## config.mk

```make
export PLATFORM = sky130hd
export DESIGN_NAME = keypad_scan
export DESIGN_NICKNAME = d
export VERILOG_FILES = /design/src/rtl/keypad_pkg.sv /design/src/rtl/scan_timer.sv /design/src/rtl/keypad_scan.sv
export SDC_FILE = /design/constraint.sdc
export NUM_CORES = 1
export LEC_CHECK = 0
export ABC_CLOCK_PERIOD_IN_PS = 6100
export BUFFER_PORTS_ARGS = -buffer_cell sky130_fd_sc_hd__buf_4
export CAP_MARGIN = 10
export CORE_ASPECT_RATIO = 0.6
export CORE_MARGIN = 3
export CORE_UTILIZATION = 55
export CTS_BUF_LIST = sky130_fd_sc_hd__clkbuf_4
export CTS_CLUSTER_SIZE = 10
export DETAILED_ROUTE_END_ITERATION = 7
export PLACE_DENSITY_LB_ADDON = 0.3
export SLEW_MARGIN = 20
export SYNTH_ARGS = -nofsm -noshare
export SYNTH_HDL_FRONTEND = slang
export SYNTH_SLANG_ARGS = --single-unit
```

## constraint.sdc

```tcl
create_clock -name clk -period 6.1 [get_ports clk]
set_input_delay 0.305 -clock clk [delete_from_list [all_inputs] [get_ports clk]]
set_output_delay 0.305 -clock clk [all_outputs]
set_load 0.03 [all_outputs]
```

## src/rtl/keypad_pkg.sv

```systemverilog
// Shared types and constants for the 4x4 matrix keypad scanner.
package keypad_pkg;

    typedef enum logic [1:0] {SCAN, DEBOUNCE, HELD, RELEASE} kp_state_t;

    typedef logic [3:0] key_code_t;

    localparam int unsigned NUM_COLS = 4;
    localparam int unsigned NUM_ROWS = 4;

    // Index of the lowest active-low row; caller guarantees at least one row is low.
    function automatic logic [1:0] lowest_low(input logic [3:0] rows);
        logic [1:0] idx;
        if (!rows[0]) begin
            idx = 2'd0;
        end else if (!rows[1]) begin
            idx = 2'd1;
        end else if (!rows[2]) begin
            idx = 2'd2;
        end else begin
            idx = 2'd3;
        end
        return idx;
    endfunction

endpackage

```

## src/rtl/scan_timer.sv

```systemverilog
// Free-running column dwell counter; tick marks the last cycle of each dwell period.
module scan_timer #(
    parameter int unsigned SCAN_N = 18
) (
    input  logic clk,
    input  logic reset,
    output logic tick
);

    logic [SCAN_N-1:0] cnt_q;

    always_ff @(posedge clk or posedge reset) begin
        if (reset) begin
            cnt_q <= '0;
        end else begin
            cnt_q <= cnt_q + SCAN_N'(1);
        end
    end

    assign tick = &cnt_q;

endmodule

```

## src/rtl/keypad_scan.sv

```systemverilog
// 4x4 matrix keypad scanner with debounce and one-cycle key strobe.
// Optional auto-repeat while held is enabled by defining KEYPAD_REPEAT_EN.
module keypad_scan
    import keypad_pkg::*;
#(
    parameter int unsigned SCAN_N       = 18,
    parameter int unsigned DB_TICKS     = 4,
    parameter int unsigned REPEAT_TICKS = 64
) (
    input  logic      clk,
    input  logic      reset,
    input  logic [3:0] row,
    output logic [3:0] col,
    output key_code_t key_code,
    output logic      key_valid,
    output logic      key_held
);

    localparam int unsigned CNT_W = $clog2(DB_TICKS + 1);

    logic        tick;
    logic [3:0]  sync1_q, rs_q;
    kp_state_t   state_q, state_d;
    logic [1:0]  col_idx_q, col_idx_d;
    logic [1:0]  row_idx_q, row_idx_d;
    logic [CNT_W-1:0] cnt_q, cnt_d, cnt_inc;
    key_code_t   code_q, code_d;
    logic [3:0]  col_q;
    logic        valid_q, strobe;

`ifdef KEYPAD_REPEAT_EN
    localparam int unsigned REP_W = $clog2(REPEAT_TICKS + 1);
    logic [REP_W-1:0] rep_q, rep_d;
`else
    logic unused_repeat_ticks;
    assign unused_repeat_ticks = ^REPEAT_TICKS;
`endif

    scan_timer #(
        .SCAN_N (SCAN_N)
    ) u_scan_timer (
        .clk   (clk),
        .reset (reset),
        .tick  (tick)
    );

    assign cnt_inc = cnt_q + CNT_W'(1);

    // State and datapath registers; rows idle high through the synchroniser.
    always_ff @(posedge clk or posedge reset) begin
        if (reset) begin
            sync1_q   <= 4'hF;
            rs_q      <= 4'hF;
            state_q   <= SCAN;
            col_idx_q <= 2'd0;
            row_idx_q <= 2'd0;
            cnt_q     <= '0;
            code_q    <= '0;
            col_q     <= 4'b1110;
            valid_q   <= 1'b0;
`ifdef KEYPAD_REPEAT_EN
            rep_q     <= '0;
`endif
        end else begin
            sync1_q   <= row;
            rs_q      <= sync1_q;
            state_q   <= state_d;
            col_idx_q <= col_idx_d;
            row_idx_q <= row_idx_d;
            cnt_q     <= cnt_d;
            code_q    <= code_d;
            col_q     <= ~(4'b0001 << col_idx_d);
            valid_q   <= strobe;
`ifdef KEYPAD_REPEAT_EN
            rep_q     <= rep_d;
`endif
        end
    end

    always_comb begin
        state_d   = state_q;
        col_idx_d = col_idx_q;
        row_idx_d = row_idx_q;
        cnt_d     = cnt_q;
        code_d    = code_q;
        strobe    = 1'b0;
`ifdef KEYPAD_REPEAT_EN
        rep_d     = rep_q;
`endif
        if (tick) begin
            unique case (state_q)
                SCAN: begin
                    if (rs_q != 4'hF) begin
                        row_idx_d = lowest_low(rs_q);
                        cnt_d     = CNT_W'(1);
                        state_d   = DEBOUNCE;
                    end else begin
                        col_idx_d = col_idx_q + 2'd1;
                    end
                end
                DEBOUNCE: begin
                    if (!rs_q[row_idx_q]) begin
                        cnt_d = cnt_inc;
                        if (cnt_inc == CNT_W'(DB_TICKS)) begin
                            code_d  = {row_idx_q, col_idx_q};
                            strobe  = 1'b1;
                            state_d = HELD;
`ifdef KEYPAD_REPEAT_EN
                            rep_d   = '0;
`endif
                        end
                    end else begin
                        state_d   = SCAN;
                        col_idx_d = col_idx_q + 2'd1;
                    end
                end
                HELD: begin
                    if (rs_q == 4'hF) begin
                        cnt_d   = CNT_W'(1);
                        state_d = RELEASE;
                    end else begin
`ifdef KEYPAD_REPEAT_EN
                        rep_d = rep_q + REP_W'(1);
                        if (rep_d == REP_W'(REPEAT_TICKS)) begin
                            strobe = 1'b1;
                            rep_d  = '0;
                        end
`endif
                    end
                end
                RELEASE: begin
                    if (rs_q == 4'hF) begin
                        cnt_d = cnt_inc;
                        if (cnt_inc == CNT_W'(DB_TICKS)) begin
                            state_d   = SCAN;
                            col_idx_d = col_idx_q + 2'd1;
                        end
                    end else begin
                        // Bounce during release: back to HELD, repeat count preserved.
                        state_d = HELD;
                    end
                end
                default: state_d = SCAN;
            endcase
        end
    end

    always_comb begin
        col       = col_q;
        key_code  = code_q;
        key_valid = valid_q;
        key_held  = (state_q == HELD) || (state_q == RELEASE);
    end

endmodule

```

# --- Word-level counts from Yosys, hierarchy flattened ---
# Index checks and enable logic that the tools add are counted.
# Widths: inputs -> output; s select.
totals:
  reg_bits: 44
  in_bits: 6
  out_inout_bits: 10
  elab_cells: 63
op_classes:
  n_addsub: 3
  magnitude_cmp: 1
  n_eq_ne: 12
  shift: 1
  mux: 27
  bitwise_logic: 2
  reduce_logical: 7
ops:
  columns: ["cell", "n"]
  rows:
  - ["$reduce_and 22->1", 2]
  - ["$mux 2", 13]
  - ["$reduce_and 21->1", 1]
  - ["$reduce_and 20->1", 1]
  - ["$add 18x1->18 const B", 1]
  - ["$reduce_and 18->1", 1]
  - ["$mux 3", 4]
  - ["$pmux 3 s4", 1]
  - ["$ne 2x2->1 const B", 4]
  - ["$pmux 2 s4", 1]
  - ["$mux 1", 6]
  - ["$ne 3x3->1 const B", 2]
  - ["$pmux 2 s3", 1]
  - ["$eq 2x2->1 const B", 2]
  - ["$eq 4x4->1 const B", 1]
  - ["$ne 4x4->1 const B", 1]
  - ["$not 4->4", 1]
  - ["$shl 1x2->4 const A", 1]
  - ["$add 3x1->3 const B", 1]
  - ["$eq 3x3->1 const B", 1]
  - ["$lt 2x3->1 const B", 1]
  - ["$add 2x1->2 const B", 1]
  - ["$bmux 1 s2", 1]
  - ["$eq 2x1->1 const B", 1]
  - ["3 further kinds", 3]

# --- Depth between registers and ports, before layout ---
# Gate-level depths: netlist (run 1).
depth:
  depth_word: 8
  mapped_depth: 7
  depth_no_buf: 7

# --- Cells and area by module ---
# From an unflattened synthesis (run 1), not the netlist that was laid out.
unflattened:
  cells_unflattened: 174
  hier_area_um2: 2037.0
by_module_without_submodules:
  columns: ["module", "instances", "cells_per_inst", "area_each_um2", "seq_area_each_um2"]
  rows:
  - ["keypad_scan", 1, 107, 1234.9, 664.4]
  - ["scan_timer", 1, 67, 802.0, 450.4]

# --- Worst setup path after synthesis (run 1) ---
# Ideal clock, no wire load.
synth_timing:
  path_type: "reg2reg"
  startpoint: "reg row_idx_q[0]"
  endpoint: "reg code_q[0] (netlist: key_code[0])"
  setup_ns: 0.125
  t_arrival_ns: 1.862
  required_time_ns: 5.975
  path_slack_ns: 4.113
  path_stages_with_launch: 5
  n_path_buf: 0
  period_less_slack_ns: 1.987
  path_cell_list: "dfrtp_1 > mux4_2 > nor4_1 > and4_1 > mux2_2"
synth_between:
  elab_chain_cells: 4
synth_lines:
  columns: ["element", "line", "rtl"]
  rows:
  - ["from (decl)", "keypad_scan.sv:25", "logic [1:0] row_idx_q, row_idx_d;"]
  - ["from (signal assigned)", "keypad_scan.sv:69", "row_idx_q <= row_idx_d;"]
  - ["$bmux 1 s2", "keypad_scan.sv:102", "if (!rs_q[row_idx_q]) begin"]
  - ["$mux 1 (not written as such)", "keypad_scan.sv:102", null]
  - ["$not 1->1 (no line)", null, null]
  - ["$reduce_and 21->1 (no line)", null, null]
  - ["to (signal assigned)", "keypad_scan.sv:71", "code_q <= code_d;"]
  - ["to (decl)", "keypad_scan.sv:27", "key_code_t code_q, code_d;"]
# Every way passes these cells. The select of a mux whose other input is x is not followed.
# A chain may end at the register's enable or synchronous reset.

# --- Worst setup path in the final report (run 1) ---
# Ends and elaborated chain as after synthesis.

==> results.json, run 1 <==
{
  "utilization_pct": 65.0,
  "critPathLaunchType": "flip-flop",
  "final_cell_mix": "33 x dfrtp_1, 16 x buf_4, 12 x inv_1",
  "min_period_ps": 2270,
  "synth_edf_count": 0,
  "path_clk_slew_ps": 120,
  "gr-total-overflow": 0,
  "area_delta_synth_final_pct": 10.8,
  "first_pass_iters": 4,
  "antenna_found_initial": 0,
  "routed_wl_um": 3560,
  "final_max_slew_viol_count": 0,
  "placed_area_sq_um": 2120,
  "layout.area.seq_sq_um": 1110,
  "synth_area_leaders": "dfrtp_1 42%, dfstp_2 15%, xnor2_1 4.5%",
  "io_pins": 16,
  "hold_buffers": 0,
  "place_hpwl_um": 2600,
  "drt_iter0_drc": 120,
  "tns_ps": 0,
  "grt_usage_pct": 18.9,
  "syn_area_sq_um": 1960,
  "dr.max_layer_used": "met4",
  "ys_seq_elements": 44,
  "critPathKind": "reg -> reg",
  "multiInputGateArea_sq_um": 781,
  "critical_path.max_stage_delay_ps": 570,
  "gp_congestion": 0.968,
  "worstHoldPathType": "in -> reg",
  "die_w_um": 83.1,
  "syn_nets": 178,
  "crit_fanout": 5,
  "status": "finished clean",
  "rsz0062_at_grt": "no",
  "ys_warn_count": 0,
  "cts.sinks": 44,
  "cp.required_ps": 6340,
  "synth_top_area_share_pct": 42.1,
  "peakVddDrop_v": 0.000175,
  "wl_met2_um": 1600,
  "reg2reg_setup_slack_ps": 3830,
  "grt_start_max_net_pins": 45,
  "cts_root_buf": "clkbuf_4",
  "num-fill-cells": 245,
  "setup_viol": 0,
  "ys_seq_area_share_pct": 56.8,
  "instances_no_fill": 233,
  "ys_types": 37,
  "grt_first_pass_wirelength_um": 6300,
  "finalClockSkew_ps": 13.4,
  "wl_met1_um": 1720,
  "max_freq_mhz": 440,
  "h-tree-depth": 2,
  "initial_core_util_pct": 58.7,
  "wl_met3_um": 190,
  "synthFlopType": "dfrtp_1",
  "maxSlewHeadroom_pct": 63.5,
  "crit_slowest_cell": "mux4_2",
  "path_cells": "mux4_2 > nor4_1 > and4_1 > mux2_2",
  "detailroute.via_count": 1348,
  "ctsResizeCount": 0,
  "cts_buffers": 5,
  "tightestPinTransition_ps": 543,
  "io_buffer_count": 15,
  "cap_violations": 0,
  "period_share_pct": 37.3,
  "die-area_sq_um": 4340,
  "row_count": 16,
  "final_common_cell": "dfrtp_1",
  "avgSynthCellArea_sq_um": 11.6,
  "synthArstFlopShare_pct": 100,
  "drc": 0,
  "holdWs_ps": 46.1,
  "dp_cells": 225,
  "drt.antenna.violating_nets": 0,
  "drive_above_1_share_pct": 23.4,
  "post_cts_buffers": 0,
  "wl_per_cell_um": 15.3,
  "die_y_um": 52.3,
  "routed_via_density": 5.79,
  "endpoint_kind": "flip-flop",
  "cts_max_path_buffers": 2,
  "design_area_sq_um": 2170,
  "core_area_sq_um": 3340,
  "clock_latency_ps": 360,
  "powerDensity_nw_per_um2": 206,
  "antennaDiodeCount": 0,
  "fin_nets": 196,
  "cp.arrival_ps": 2520,
  "yosys.area.top_type": "dfrtp_1",
  "p_leak_nw": 1.03,
  "hold_violations": 0,
  "synth_cells": 169,
  "cts_tree": "built",
  "grt_pass1_vias": 1321
}
==> worst max-delay path: cells and delay by family, from the launching register on <==
kind          cells  cell delay [ps]
mux               2              930
simple gates      2              830
flops             1              410
==> through the flow <==
step	worst slack, ps	total power (W)
finish	3830	0.000449
global route	3730	0.000471
CTS	3880	0.000456
detailed placement	3890	0.000316
global placement	4030	0.000315
floorplan	4110	0.000310
==> final cells by class <==
cell class              count  area share (%)
flip-flops and latches     44            51.3
multi-input cells         108            35.9
repair buffers             16            5.52
well taps                  45            2.59
clock buffers               6            2.07
inverters                  12            2.07
clock inverters             2           0.575
==> sequential cells by signal, summed over array words and instances (netlist names) <==
name                flops
state_q                 2
col                     4
col_idx_q               2
key_code                4
key_valid               1
rs_q                    4
u_scan_timer.cnt_q     18
row_idx_q               2
sync1_q                 4
cnt_q                   3
==> report_power, final <==
group | internal (W) | switching, W
logic | 0.00000391 | 0.00000759
registers | 0.000297 | 0.00000177
clock network | 0.0000490 | 0.0000899
==> synth_stat cells (4+ instances only) <==
library cell,n
mux2_2,5
nand2_1,11
o21ai_0,4
nand3_1,9
dfstp_2,11
and4_1,5
inv_1,12
nand2b_1,4
xor2_1,8
dfrtp_1,33
xnor2_1,10
nand4_1,9
nor2_1,10
==> path summary, 6_finish.rpt <==
| check | start | to | cells after the start |
|---|---|---|---|
| min | row[1] | sync1_q[1]$_DFF_PP1_ | 1 |
| max in group asynchronous | reset | rs_q[3]$_DFF_PP1_ | 3 |
| min reg2reg | sync1_q[2]$_DFF_PP1_ | rs_q[2]$_DFF_PP1_ | 0 |
| max | row_idx_q[0]$_DFFE_PP0P_ | key_code[0]$_DFFE_PP0P_ | 4 |
| min in group asynchronous | reset | u_scan_timer.cnt_q[17]$_DFF_PP0_ | 3 |
| max reg2reg | row_idx_q[0]$_DFFE_PP0P_ | key_code[0]$_DFFE_PP0P_ | 4 |
==> cells by family after synthesis <==
logic type,count (synthesis),share of synthesized area (%)
AND/OR/NAND/NOR,59,16.5
flip-flops,44,56.8
AO/OA/AOI/OAI,20,8.29
XOR/XNOR,18,8.04
buffers and inverters,17,3.38
multiplexers,8,5.04
adder cells (fa/ha/maj),3,1.91
==> layer usage <==
layer  up-vias  GRT usage, %
li1        638             -
met1       660          25.7
met2        43          29.3
met3         7          5.49
met4         0          7.07
met5         -             0
(Power assumes the default switching activity.)
==> inputs of run 2 (changes only) <==
- ABC_CLOCK_PERIOD_IN_PS: 6100 -> 1960
- clock period: 6.1 -> 1.96 ns (I/O delays scaled with it)
==> run 2 against run 1 <==
The run now ends with negative setup slack left. Worst hold slack better by 310 ps. Sequential power grew to 3.1 times the previous value. Clock-buffer cell count stayed put. Power grew to 3.8 times the previous value. Cell area is 16% higher. Non-clock buffer count is 24 higher. Worst setup slack worse by 3900 ps. Die area stayed put. Via count is 14% higher. Fmax is 13% higher. Critical path type unchanged. Largest cell class unchanged. Highest routed layer unchanged.
==> results.json, run 2 (synthesized netlist as in run 1, its figures left out) <==
{
  "min_period_ps": 2010,
  "maxSlewHeadroom_pct": 63.3,
  "gr-total-overflow": 0,
  "first_pass_iters": 4,
  "drive_above_1_share_pct": 36.3,
  "cp.required_ps": 2230,
  "drt.antenna.violating_nets": 0,
  "core_area_sq_um": 3340,
  "final_max_slew_viol_count": 0,
  "powerDensity_nw_per_um2": 671,
  "cts_buffers": 5,
  "critical_path.max_stage_delay_ps": 590,
  "grt_start_max_net_pins": 45,
  "initial_core_util_pct": 58.7,
  "die_y_um": 52.3,
  "period_share_pct": 102,
  "crit_fanout": 6,
  "hold_violations": 0,
  "rsz0062_at_grt": "yes",
  "detailroute.via_count": 1532,
  "final_common_cell": "buf_4",
  "place_ws_ps": -98.2,
  "critPathKind": "reg -> reg",
  "gp_congestion": 0.924,
  "crit_family": "multiplexers",
  "setup_ws_ps": -48.0,
  "cts_max_path_buffers": 2,
  "finalClockSkew_ps": 13.0,
  "drt_iter0_drc": 167,
  "wl_per_cell_um": 18.0,
  "path_clk_slew_ps": 130,
  "grt_usage_pct": 22.8,
  "routed_via_density": 5.96,
  "crit_slowest_cell": "mux4_2",
  "cp.arrival_ps": 2270,
  "max_freq_mhz": 498,
  "cts_tree": "built",
  "io_buffer_count": 15,
  "path_buf_inv": 0,
  "drc": 0,
  "peakVddDrop_v": 0.000455,
  "final_cell_mix": "35 x buf_4, 33 x dfrtp_1, 12 x inv_1",
  "io_pins": 16,
  "routed_wl_um": 4630,
  "cap_violations": 0,
  "grt_pass1_vias": 1525,
  "die_w_um": 83.1,
  "violations": "negative setup slack",
  "regMostFlops": "u_scan_timer.cnt_q",
  "status": "complete, but fails checks",
  "h-tree-depth": 2,
  "fin_nets": 220,
  "antenna_found_initial": 0,
  "cts.sinks": 44,
  "critPathLaunchType": "flip-flop",
  "setup_viol": 3,
  "path_cells": "mux4_2 > or3_4 > a311oi_4 > nand3_1 > o21a_1",
  "endpoint_kind": "flip-flop",
  "clock_latency_ps": 370,
  "p_leak_nw": 1.20,
  "area_delta_synth_final_pct": 28.1,
  "worstHoldPathType": "reg -> reg",
  "cts_root_buf": "clkbuf_4",
  "antennaDiodeCount": 0,
  "largest_reg_flops": 18,
  "place_hpwl_um": 3120,
  "die-area_sq_um": 4340,
  "utilization_pct": 75.1,
  "row_count": 16,
  "reg2reg_setup_slack_ps": -50,
  "grt_first_pass_wirelength_um": 7410,
  "tightestPinTransition_ps": 550
}
run 2: changes by cell type in the layout (fill, tap and decap cells not counted), sizes merged:
cell         delta
buf            +19
clkinvlp        -1
bufinv          +2
dlygate4sd3     +5
clkinv          -1
run 2: final timing paths:
kind	start	end	cells past startpoint
worst max-delay path	row_idx_q[0]$_DFFE_PP0P_	cnt_q[0]$_DFFE_PP0P_	5
worst min-delay path	sync1_q[0]$_DFF_PP1_	rs_q[0]$_DFF_PP1_	0
worst max register to register	row_idx_q[0]$_DFFE_PP0P_	cnt_q[0]$_DFFE_PP0P_	5
worst min register to register	sync1_q[0]$_DFF_PP1_	rs_q[0]$_DFF_PP1_	0
max in group asynchronous	reset	sync1_q[1]$_DFF_PP1_	4
min in group asynchronous	reset	u_scan_timer.cnt_q[0]$_DFF_PP0_	4
run 2: stage by stage:
stage / setup TNS (ps) / std cells / cell area [sq um] / hold slack (ps) / power, W
floorplan: 0 / 169 / 1970 / 102 / 0.000966
global placement: -67.9 / 240 / 2240 / 207 / 0.000984
detailed placement: -866 / 240 / 2240 / 207 / 0.000987
CTS: -163 / 256 / 2470 / 364 / 0.00169
global route: -851 / 257 / 2510 / 362 / 0.00174
finish: -98.2 / 257 / 2510 / 356 / 0.00169
run 2: layout make-up:
type | instances | area, sq um
clock buffer | 6 | 45.0
clock inverter | 2 | 60.1
fill | 204 | 831
inverter | 12 | 45.0
multi-input combinational | 108 | 878
sequential | 44 | 1110
tap | 45 | 56.3
timing repair buffer | 40 | 313
run 2: worst reg2reg max path, delay by kind of cell (launching register included):
kind | cells | cell delay [ps]
muxes | 1 | 590
and+or+nand+nor | 2 | 500
AOI/OAI and AO/OA | 2 | 430
DFF | 1 | 400
run 2: power breakdown:
part | internal (W) | total [W] | switching (W)
clock network | 0.000412 | 0.000705 | 0.000293
registers | 0.000923 | 0.000927 | 0.00000415
logic | 0.0000232 | 0.0000537 | 0.0000304
run 2: timing repair:
item	in CTS	in global routing
hold buffers	5	0
setup buffers	3	1
setup endpoints to repair	12	18
pin swaps	4	5
resized for setup	12	9
endpoints found under the hold margin	37	0
run 2: metal layers:
layer	GRT usage [%]	up-vias	routed length, um
met5	0	-	0
met4	10.6	0	207
met3	5.81	31	319
met2	39.0	87	2220
met1	27.9	730	1880
li1	-	684	-
